### src/rtl/virtual_slave_regbank_pkg.sv
// Shared constants and types for the virtual slave register bank.
// Register indices, field positions, timer state encoding and the unmapped-read pattern.
package virtual_slave_regbank_pkg;
   localparam int unsigned C_IDX_CTRL   = 0;
   localparam int unsigned C_IDX_COUNT  = 1;
   localparam int unsigned C_IDX_STATUS = 2;
   localparam int unsigned C_IDX_REMAIN = 3;
   localparam int unsigned C_IDX_SCR0   = 4;

   localparam int unsigned C_CTRL_START  = 0;
   localparam int unsigned C_CTRL_IRQ_EN = 1;
   localparam int unsigned C_CTRL_ABORT  = 2;

   localparam int unsigned C_STAT_BUSY = 0;
   localparam int unsigned C_STAT_DONE = 1;

   localparam logic [31:0] C_UNMAPPED_RD = 32'h0BAD_ADD0;

   typedef enum logic [1:0] {
      ST_IDLE   = 2'd0,
      ST_RUN    = 2'd1,
      ST_FINISH = 2'd2
   } t_timer_state;
endpackage

### src/rtl/virtual_slave_regbank_timer.sv
// Countdown timer FSM (IDLE -> RUN -> FINISH -> IDLE) with the REMAIN counter.
// o_done_set pulses for the FINISH->IDLE edge unless that edge is aborted.
module virtual_slave_regbank_timer
   import virtual_slave_regbank_pkg::*;
(
   input  logic        i_clk,
   input  logic        i_srst,
   input  logic        i_start,
   input  logic        i_abort,
   input  logic [31:0] i_count,
   output logic        o_busy,
   output logic        o_done_set,
   output logic [31:0] o_remain
);
   t_timer_state r_state;
   logic         r_busy;
   logic [31:0]  r_remain;

   always_ff @(posedge i_clk) begin
      if (i_srst) begin
         r_state  <= ST_IDLE;
         r_busy   <= 1'b0;
         r_remain <= '0;
      end else begin
         case (r_state)
            ST_IDLE: begin
               // ABORT beats START when both arrive in the same CTRL write
               if (i_start && !i_abort) begin
                  r_remain <= i_count;
                  r_busy   <= 1'b1;
                  r_state  <= (i_count == 32'd0) ? ST_FINISH : ST_RUN;
               end
            end
            ST_RUN: begin
               if (i_abort) begin
                  r_state <= ST_IDLE;
                  r_busy  <= 1'b0;
               end else begin
                  r_remain <= r_remain - 32'd1;
                  if (r_remain == 32'd1)
                     r_state <= ST_FINISH;
               end
            end
            ST_FINISH: begin
               r_state <= ST_IDLE;
               r_busy  <= 1'b0;
            end
            default: begin
               r_state <= ST_IDLE;
               r_busy  <= 1'b0;
            end
         endcase
      end
   end

   assign o_busy     = r_busy;
   assign o_remain   = r_remain;
   assign o_done_set = (r_state == ST_FINISH) && !i_abort;
endmodule

### src/rtl/virtual_slave_regbank.sv
// Word-addressed register bank: CTRL/COUNT/STATUS/REMAIN plus scratch words, registered reads.
// Optional countdown timer enabled by defining VIRTUAL_SLAVE_REGBANK_TIMER_EN.
module virtual_slave_regbank
   import virtual_slave_regbank_pkg::*;
#(
   parameter int C_ADDR_BITS = 10,
   parameter int C_REG_COUNT = 16
) (
   input  logic                   CLK,
   input  logic                   RST,
   input  logic                   WE,
   input  logic [C_ADDR_BITS-1:0] WADDR,
   input  logic [31:0]            WDATA,
   input  logic                   RE,
   input  logic [C_ADDR_BITS-1:0] RADDR,
   output logic [31:0]            RDATA,
   output logic                   IRQ,
   output logic                   BUSY
);
   localparam int C_SCR_N  = C_REG_COUNT - int'(C_IDX_SCR0);
   localparam int C_SIDX_W = (C_SCR_N > 1) ? $clog2(C_SCR_N) : 1;

   localparam logic [C_ADDR_BITS:0]   L_LIMIT  = (C_ADDR_BITS+1)'(C_REG_COUNT);
   localparam logic [C_ADDR_BITS-1:0] L_A_CTRL = C_ADDR_BITS'(C_IDX_CTRL);
   localparam logic [C_ADDR_BITS-1:0] L_A_CNT  = C_ADDR_BITS'(C_IDX_COUNT);
   localparam logic [C_ADDR_BITS-1:0] L_A_STAT = C_ADDR_BITS'(C_IDX_STATUS);
   localparam logic [C_ADDR_BITS-1:0] L_A_REM  = C_ADDR_BITS'(C_IDX_REMAIN);
   localparam logic [C_ADDR_BITS-1:0] L_A_SCR0 = C_ADDR_BITS'(C_IDX_SCR0);

   logic [31:0]         r_rdata;
   logic [31:0]         r_count;
   logic                r_irq_en;
   logic [31:0]         r_scratch [C_SCR_N];

   logic                w_wr_ok;
   logic                w_rd_ok;
   logic [C_SIDX_W-1:0] w_widx;
   logic [C_SIDX_W-1:0] w_ridx;
   logic                w_busy;
   logic                w_done;
   logic [31:0]         w_remain;
   logic [31:0]         w_rd_data;

   assign w_wr_ok = WE && ({1'b0, WADDR} < L_LIMIT);
   assign w_rd_ok = {1'b0, RADDR} < L_LIMIT;
   assign w_widx  = C_SIDX_W'(WADDR - L_A_SCR0);
   assign w_ridx  = C_SIDX_W'(RADDR - L_A_SCR0);

`ifdef VIRTUAL_SLAVE_REGBANK_TIMER_EN
   logic w_wr_ctrl;
   logic w_wr_status;
   logic w_done_set;
   logic r_done;

   assign w_wr_ctrl   = w_wr_ok && (WADDR == L_A_CTRL);
   assign w_wr_status = w_wr_ok && (WADDR == L_A_STAT);

   virtual_slave_regbank_timer u_timer (
      .i_clk      (CLK),
      .i_srst     (RST),
      .i_start    (w_wr_ctrl && WDATA[C_CTRL_START]),
      .i_abort    (w_wr_ctrl && WDATA[C_CTRL_ABORT]),
      .i_count    (r_count),
      .o_busy     (w_busy),
      .o_done_set (w_done_set),
      .o_remain   (w_remain)
   );

   // A completion landing on the same edge as a W1C keeps DONE set
   always_ff @(posedge CLK) begin
      if (RST)
         r_done <= 1'b0;
      else if (w_done_set)
         r_done <= 1'b1;
      else if (w_wr_status && WDATA[C_STAT_DONE])
         r_done <= 1'b0;
   end

   assign w_done = r_done;
   assign IRQ    = r_done && r_irq_en;
   assign BUSY   = w_busy;
`else
   assign w_busy   = 1'b0;
   assign w_done   = 1'b0;
   assign w_remain = '0;
   assign IRQ      = 1'b0;
   assign BUSY     = 1'b0;
`endif

   always_ff @(posedge CLK) begin
      if (RST) begin
         r_count  <= '0;
         r_irq_en <= 1'b0;
         for (int i = 0; i < C_SCR_N; i++)
            r_scratch[i] <= '0;
      end else if (w_wr_ok) begin
         if (WADDR == L_A_CTRL)
            r_irq_en <= WDATA[C_CTRL_IRQ_EN];
         else if (WADDR == L_A_CNT)
            r_count <= WDATA;
         else if (WADDR >= L_A_SCR0)
            r_scratch[w_widx] <= WDATA;
      end
   end

   // Read mux sees pre-write state, so a same-edge write/read returns the old value
   always_comb begin
      w_rd_data = C_UNMAPPED_RD;
      if (w_rd_ok) begin
         w_rd_data = '0;
         if (RADDR == L_A_CTRL)
            w_rd_data[C_CTRL_IRQ_EN] = r_irq_en;
         else if (RADDR == L_A_CNT)
            w_rd_data = r_count;
         else if (RADDR == L_A_STAT) begin
            w_rd_data[C_STAT_BUSY] = w_busy;
            w_rd_data[C_STAT_DONE] = w_done;
         end else if (RADDR == L_A_REM)
            w_rd_data = w_remain;
         else
            w_rd_data = r_scratch[w_ridx];
      end
   end

   always_ff @(posedge CLK) begin
      if (RST)
         r_rdata <= '0;
      else if (RE)
         r_rdata <= w_rd_data;
   end

   assign RDATA = r_rdata;
endmodule

### config.mk
export PLATFORM = sky130hd
export DESIGN_NAME = virtual_slave_regbank
export DESIGN_NICKNAME = d
export VERILOG_FILES = /design/src/rtl/virtual_slave_regbank_pkg.sv /design/src/rtl/virtual_slave_regbank_timer.sv /design/src/rtl/virtual_slave_regbank.sv
export SDC_FILE = /design/constraint.sdc
export NUM_CORES = 1
export LEC_CHECK = 0
export BUFFER_PORTS_ARGS = -buffer_cell sky130_fd_sc_hd__buf_4
export CORE_AREA = 2 2 264 266
export DETAILED_ROUTE_END_ITERATION = 10
export DIE_AREA = 0 0 266 268
export GPL_TIMING_DRIVEN = 0
export PLACE_DENSITY = 0.52
export SYNTH_ARGS = -nofsm -noshare
export SYNTH_HDL_FRONTEND = slang
export SYNTH_SLANG_ARGS = --single-unit
### constraint.sdc
create_clock -name CLK -period 7.1 [get_ports CLK]
set_clock_uncertainty 0.05 [all_clocks]
set_input_delay 2.13 -clock CLK [delete_from_list [all_inputs] [get_ports CLK]]
set_output_delay 2.13 -clock CLK [all_outputs]
set_load 0.01 [all_outputs]
==> impl_metrics.toml, run 1 <==
[global_route]
antenna_found_initial = 4
grt_pass1_wl_mm = 113
grtUsageTotal_pct = 22.8
grt_max_degree = 33
first_global_vias = 15500
grt_overflow = 0

[worst_setup_path]
r2r-start = "r_scratch[9][10]"
worstSetupPathType = "in2reg"
crit_start = "RADDR[2]"
cp.required_ns = 7.56
arrival_ns = 6.65
cp_max_fo = 10
startpoint_type = "input port"
endpoint_kind = "flip-flop"

[clock_network]
post_cts_buffers = 0
cts_tree = "done"
root_buffer = "clkbuf_16"
cts-hold-fix-buffers = 0
h-tree-depth = 3
cts_resized = 0
clock_latency_ns = 0.60
cts_buffers = 66
clkTransAtPathRegs_ns = 0.06
cts_max_path_buffers = 3
cts.sinks = 577

[route]
drtIter0Drc = 1340
wl_met2_mm = 38.1
totalWireLength_mm = 80.5
ant_nets = 0
drc_errors = 0
wl_met1_mm = 34.5
num_vias = 15300
vias_per_cell = 5.33
route.met3.wl_mm = 4.65
wl_per_cell_um = 28.1
maxUsedRoutingLayer = "met5"
detail_route.first_pass.iterations = 5

[logic_synthesis]
synth_ff_type = "edfxtp_1"
synth.avg_cell_area_sq_um = 15.2
synthTopCellsByArea = "edfxtp_1, and2_1, mux4_2"
ys_warn_count = 0
synthesis.area_sq_um = 25100
synthArstFlopShare_pct = 0
synth_top_area_share_pct = 61.4
synth_top_area_cell = "edfxtp_1"
synth-edff-count = 512
ys_seq_area_share_pct = 66.6
synth_cell_type_count = 48
netlist_instances = 1649
ys_seq_elements = 577

[timing]
setup_tns_ns = 0
fmax_mhz = 161
tightest_slew_ns = 1.37
fin_crit_ns = 6.19
setup_viol = 0
rsz0062_at_grt = "false"
fin_ws_ns = 0.906
hold_viol = 0
slew_violations = 0
post-route-period-util_pct = 87.2
relSlewSlack_pct = 8.87

[hold_path]
worstHoldStart = "RDATA[16]"
hold_class = "reg2reg"

[final_layout]
nets = 1987
syn2layout_area_growth_pct = 17.3
mostFrequentLayoutCells = "edfxtp_1, and2_1, conb_1"
final_layout_size_suffix_gt1_share_pct = 20.9
layout_commonest_cell = "edfxtp_1"

[pwr]
leakage_uw = 0.0107
vdd_drop_max_mv = 0.156
p_per_area_nw_per_um2 = 267

[place]
dp.final_hpwl_mm = 50.2
pre_cts_slack_ns = 0.297
port_buffers = 84
place_congestion = 0.835

[floorplan]
die_y_um = 268
initial_core_util_pct = 36.7
coreArea_sq_um = 68200
die_area_sq_um = 71300
fp-row-count = 96
io-pin-count = 90
die_w_um = 266

[run_status]
status = "complete, no violations"

[run]
cap_violations = 0
==> power breakdown <==
| part | internal, uW | switching, uW | leakage, uW |
|---|---|---|---|
| clock network | 1990 | 1370 | 0.00103 |
| logic | 214 | 360 | 0.00425 |
| registers | 3870 | 48.2 | 0.00543 |
| total | 6070 | 1780 | 0.0107 |
==> synth_stat cells (2+ instances only) <==
cell	n
a2111oi_0	2
a211oi_1	22
a21o_1	4
a21oi_1	18
a221oi_1	27
a2bb2oi_1	2
a311oi_1	5
a31oi_1	6
and2_1	384
buf_1	7
buf_2	24
buf_4	8
clkbuf_1	74
clkbuf_2	27
dfxtp_1	65
edfxtp_1	512
inv_1	6
mux2_2	67
mux2i_1	45
mux4_2	96
nand2_1	40
nand2b_1	7
nand3_1	10
nand4_1	5
nor2_1	76
nor2b_1	17
nor3_1	5
nor3_2	3
nor4_1	3
o21ai_0	9
o21bai_1	7
o221ai_1	9
o22a_1	3
o22ai_1	23
o31ai_1	2
o32ai_1	3
or2_2	13
or3_1	3
==> layout make-up <==
class | count | area, sq um
timing repair buffer | 84 | 631
multi-input combinational | 1055 | 8230
fill | 6255 | 38800
inverter | 6 | 22.5
buffer | 140 | 619
clock buffer | 105 | 2020
tap | 882 | 1100
sequential | 577 | 16700
antenna | 1 | 2.50
clock inverter | 14 | 87.6
==> sequential cells by signal (all words and copies together), names as in the netlist <==
name / count
RDATA: 32
r_irq_en: 1
r_scratch: 512
r_count: 32
==> final timing paths <==
path | end | slack, ns | cells past startpoint
min | RDATA[16] | 0.44 | 2
max reg2reg | RDATA[10] | 5.26 | 4
max | RDATA[15] | 0.91 | 11
min reg2reg | RDATA[16] | 0.44 | 2
==> metrics by stage <==
stage                     total power, uW  instances  util, %  cell area, sq um  hold WS, ns
after floorplan                      4300       1778        -             25500        0.413
after global placement               4550       2744     40.0             27300        0.425
after detailed placement             4570       2744     40.0             27300        0.429
after CTS                            7890       2863     43.1             29400        0.438
after global routing                 8060       2863     43.1             29400        0.459
final                                7860       2864     43.1             29400        0.438
==> cell families (layout without fill, tap and decap cells) <==
logic type / Yosys count / in the layout / synth area share [%]
and+or+nand+nor: 573 / 573 / 13.2
muxes: 208 / 208 / 13.4
other: 1 / 131 / 0.0150
adders and majority gates: 1 / 1 / 0.0499
DFF: 577 / 577 / 66.6
buffers and inverters: 146 / 349 / 2.56
AOI/OAI and AO/OA: 143 / 143 / 4.13
==> metal layers <==
metal | GRT usage [%] | vias up
met2 | 37.3 | 531
met3 | 3.32 | 129
met1 | 30.5 | 8013
met4 | 9.52 | 2
li1 | - | 6603
met5 | 0 | -
==> worst max-delay path, stage by stage <==
cell	delay, ns
buf_2	0.32
buf_2	0.34
buf_2	0.46
inv_1	0.29
ha_1	0.39
or3b_2	0.32
nor2_1	0.08
nor2_1	0.86
clkbuf_1	0.88
nand2_1	0.27
a211oi_1	0.29
Power figures use the tool's default switching activity.
==> run 2: changes to the inputs <==
Settings changed: ABC_AREA set to 1, CORE_AREA 2 2 264 266 to 2 2 262 264, DIE_AREA 0 0 266 268 to 0 0 264 266, SYNTH_HIERARCHICAL set to 1.
==> run 2 against run 1 <==
Effect of this change:
- count of clock-buffer cells in the layout is 12 lower
- sequential power about the same
- final cell count rose by 28%
- design area barely moved
- sequential share of layout area is essentially flat
- die area down 1.5%
- synthesized cell count increased by 48%
- global-route usage increased by 3.2 points
- via count up 27%
- setup slack improved by 0.63 ns
- largest power group unchanged
- highest routed layer unchanged
==> impl_metrics.toml, run 2 <==
[run]
cap_violations = 0

[place]
place_congestion = 0.942
pre_cts_slack_ns = 0.988
place_area_sq_um = 27300
port_buffers = 84
dp.final_hpwl_mm = 62.1

[floorplan]
die_area_sq_um = 70200
fp-row-count = 96
die_y_um = 266
die_w_um = 264
initial_core_util_pct = 36.6
coreArea_sq_um = 67700
io-pin-count = 90

[clock_network]
cts_resized = 0
h-tree-depth = 3
root_buffer = "clkbuf_16"
cts_buffers = 66
post_cts_buffers = 0
cts_tree = "done"
cts-hold-fix-buffers = 0
clock_latency_ns = 0.62
clkTransAtPathRegs_ns = 0.06
cts.sinks = 577
cts_max_path_buffers = 3

[route]
drtIter0Drc = 2310
wl_per_cell_um = 24.9
drc_errors = 0
detail_route.first_pass.iterations = 5
ant_nets = 0
vias_per_cell = 5.27
totalWireLength_mm = 91.5
num_vias = 19400

[logic_synthesis]
synth_commonest_cells = "nand2_1, edfxtp_1, nor2_1"
synth_ff_type = "edfxtp_1"
ys_warn_count = 6
synthTopCellsByArea = "edfxtp_1, nand2_1, nor2_1"
synthArstFlopShare_pct = 0
synth.avg_cell_area_sq_um = 10.1
netlist_instances = 2448
synth_top_area_cell = "edfxtp_1"
synth-edff-count = 512
ys_seq_elements = 577
synth_cell_type_count = 27
synth.most_common_cell = "nand2_1"
synth_top_area_share_pct = 62.1
synthesis.area_sq_um = 24800
ys_seq_area_share_pct = 67.3

[worst_setup_path]
r2r-end = "RDATA[1]"
arrival_ns = 6.08
cp.required_ns = 7.61
cpPeakStageDelay_ns = 0.93
worstSetupPathType = "in2reg"
slowest_stage = "buf_1"
r2r-start = "r_scratch[14][1]"
crit_start = "RADDR[2]"
cp_cell_sequence = "buf_2 > clkinv_1 > clkbuf_1 > buf_2 > ha_1 > clkbuf_1 > inv_1 > buf_1 > nand3_1 > nand2_1 > a21oi_1 > nor2_1"
rr_worst_depth = 10
r2r_slack_ns = 5.47
endpoint_kind = "flip-flop"
cp_max_fo = 10
startpoint_type = "input port"

[pwr]
vdd_drop_max_mv = 0.153
p_per_area_nw_per_um2 = 273
leakage_uw = 0.0118

[final_layout]
finish.utilization_pct = 43.4
syn2layout_area_growth_pct = 18.7
final_layout_size_suffix_gt1_share_pct = 11.0
mostFrequentLayoutCells = "nand2_1, edfxtp_1, nor2_1"
largest_reg_flops = 512
n_antenna_cell = 0
top_register = "r_scratch"
layout_commonest_cell = "nand2_1"
nets = 2798
fin_area_sq_um = 29400

[timing]
slew_violations = 0
setup_tns_ns = 0
hold_ws_ns = 0.421
tightest_slew_ns = 1.39
fin_crit_ns = 5.57
post-route-period-util_pct = 78.4
hold_viol = 0
setup_viol = 0
fin_ws_ns = 1.53
relSlewSlack_pct = 7.65
rsz0062_at_grt = "false"
fmax_mhz = 180

[global_route]
grt_max_degree = 26
grt_pass1_wl_mm = 130
grt_overflow = 0
grtUsageTotal_pct = 26.0
antenna_found_initial = 2
first_global_vias = 18700

[hold_path]
worstHoldStart = "RDATA[9]"
worstHoldEndpoint = "RDATA[9]"
whs_path_depth = 2
hold_class = "reg2reg"

[run_status]
status = "complete, no violations"
run 2: cell types whose count changed after synthesis, sizes merged, moves of 67 or more:
cell	change
buf	+73
and2	-384
mux4	-96
nor2	+348
mux2	-67
nand3	+137
nand2	+752
a21oi	+106
run 2: metrics by stage:
step / power (uW) / instances
CTS: 8030 / 3674
finish: 8020 / 3674
global placement: 4630 / 3543
global route: 8230 / 3674
floorplan: 4310 / 2577
detailed placement: 4650 / 3555
run 2: layout make-up:
class                           count  area, sq um
Fill cell                        6621        38400
Sequential cell                   577        16700
Multi-Input combinational cell   1756         7340
Clock buffer                       93         1870
Tap cell                          882         1100
Buffer                            181         1030
Timing Repair Buffer               96          878
Clock inverter                     26          264
Inverter                           63          236
run 2: metal layers:
| metal | track usage (%) | routed length (um) | vias up |
|---|---|---|---|
| li1 | - | - | 8668 |
| met1 | 32.8 | 35600 | 9493 |
| met2 | 42.2 | 42500 | 947 |
| met3 | 4.68 | 7490 | 250 |
| met4 | 15.1 | 5870 | 2 |
| met5 | 0 | 13 | - |
run 2: cell families after synthesis:
kind of cell / share of synthesized area, %
buffers and inverters: 5.11
AO/OA/AOI/OAI: 4.52
other: 0.0151
AND/OR/NAND/NOR: 23.0
adder cells (fa/ha/maj): 0.0505
flip-flops: 67.3
run 2: worst max path at each step:
stage,endpoint,slack (ns),cells past startpoint
global route,RDATA[23],1.51,12
floorplan,r_scratch[0][0],2.72,8
global placement,RDATA[23],0.96,12
finish,RDATA[23],1.53,12
CTS,RDATA[23],1.62,12
detailed placement,RDATA[23],0.99,12
run 2: power breakdown:
part	total (uW)	switching, uW	leakage [uW]	internal, uW
combinational	674	510	0.00536	164
clock	3420	1430	0.00104	1990
sequential	3920	50.2	0.00543	3870
total	8020	1990	0.0118	6030
run 2: worst max-delay path, delay by kind of cell:
family | cells | cell delay [ns]
buf+inv | 7 | 2.93
fa+ha+maj | 1 | 0.32
simple gates | 3 | 0.54
compound gates | 1 | 0.13
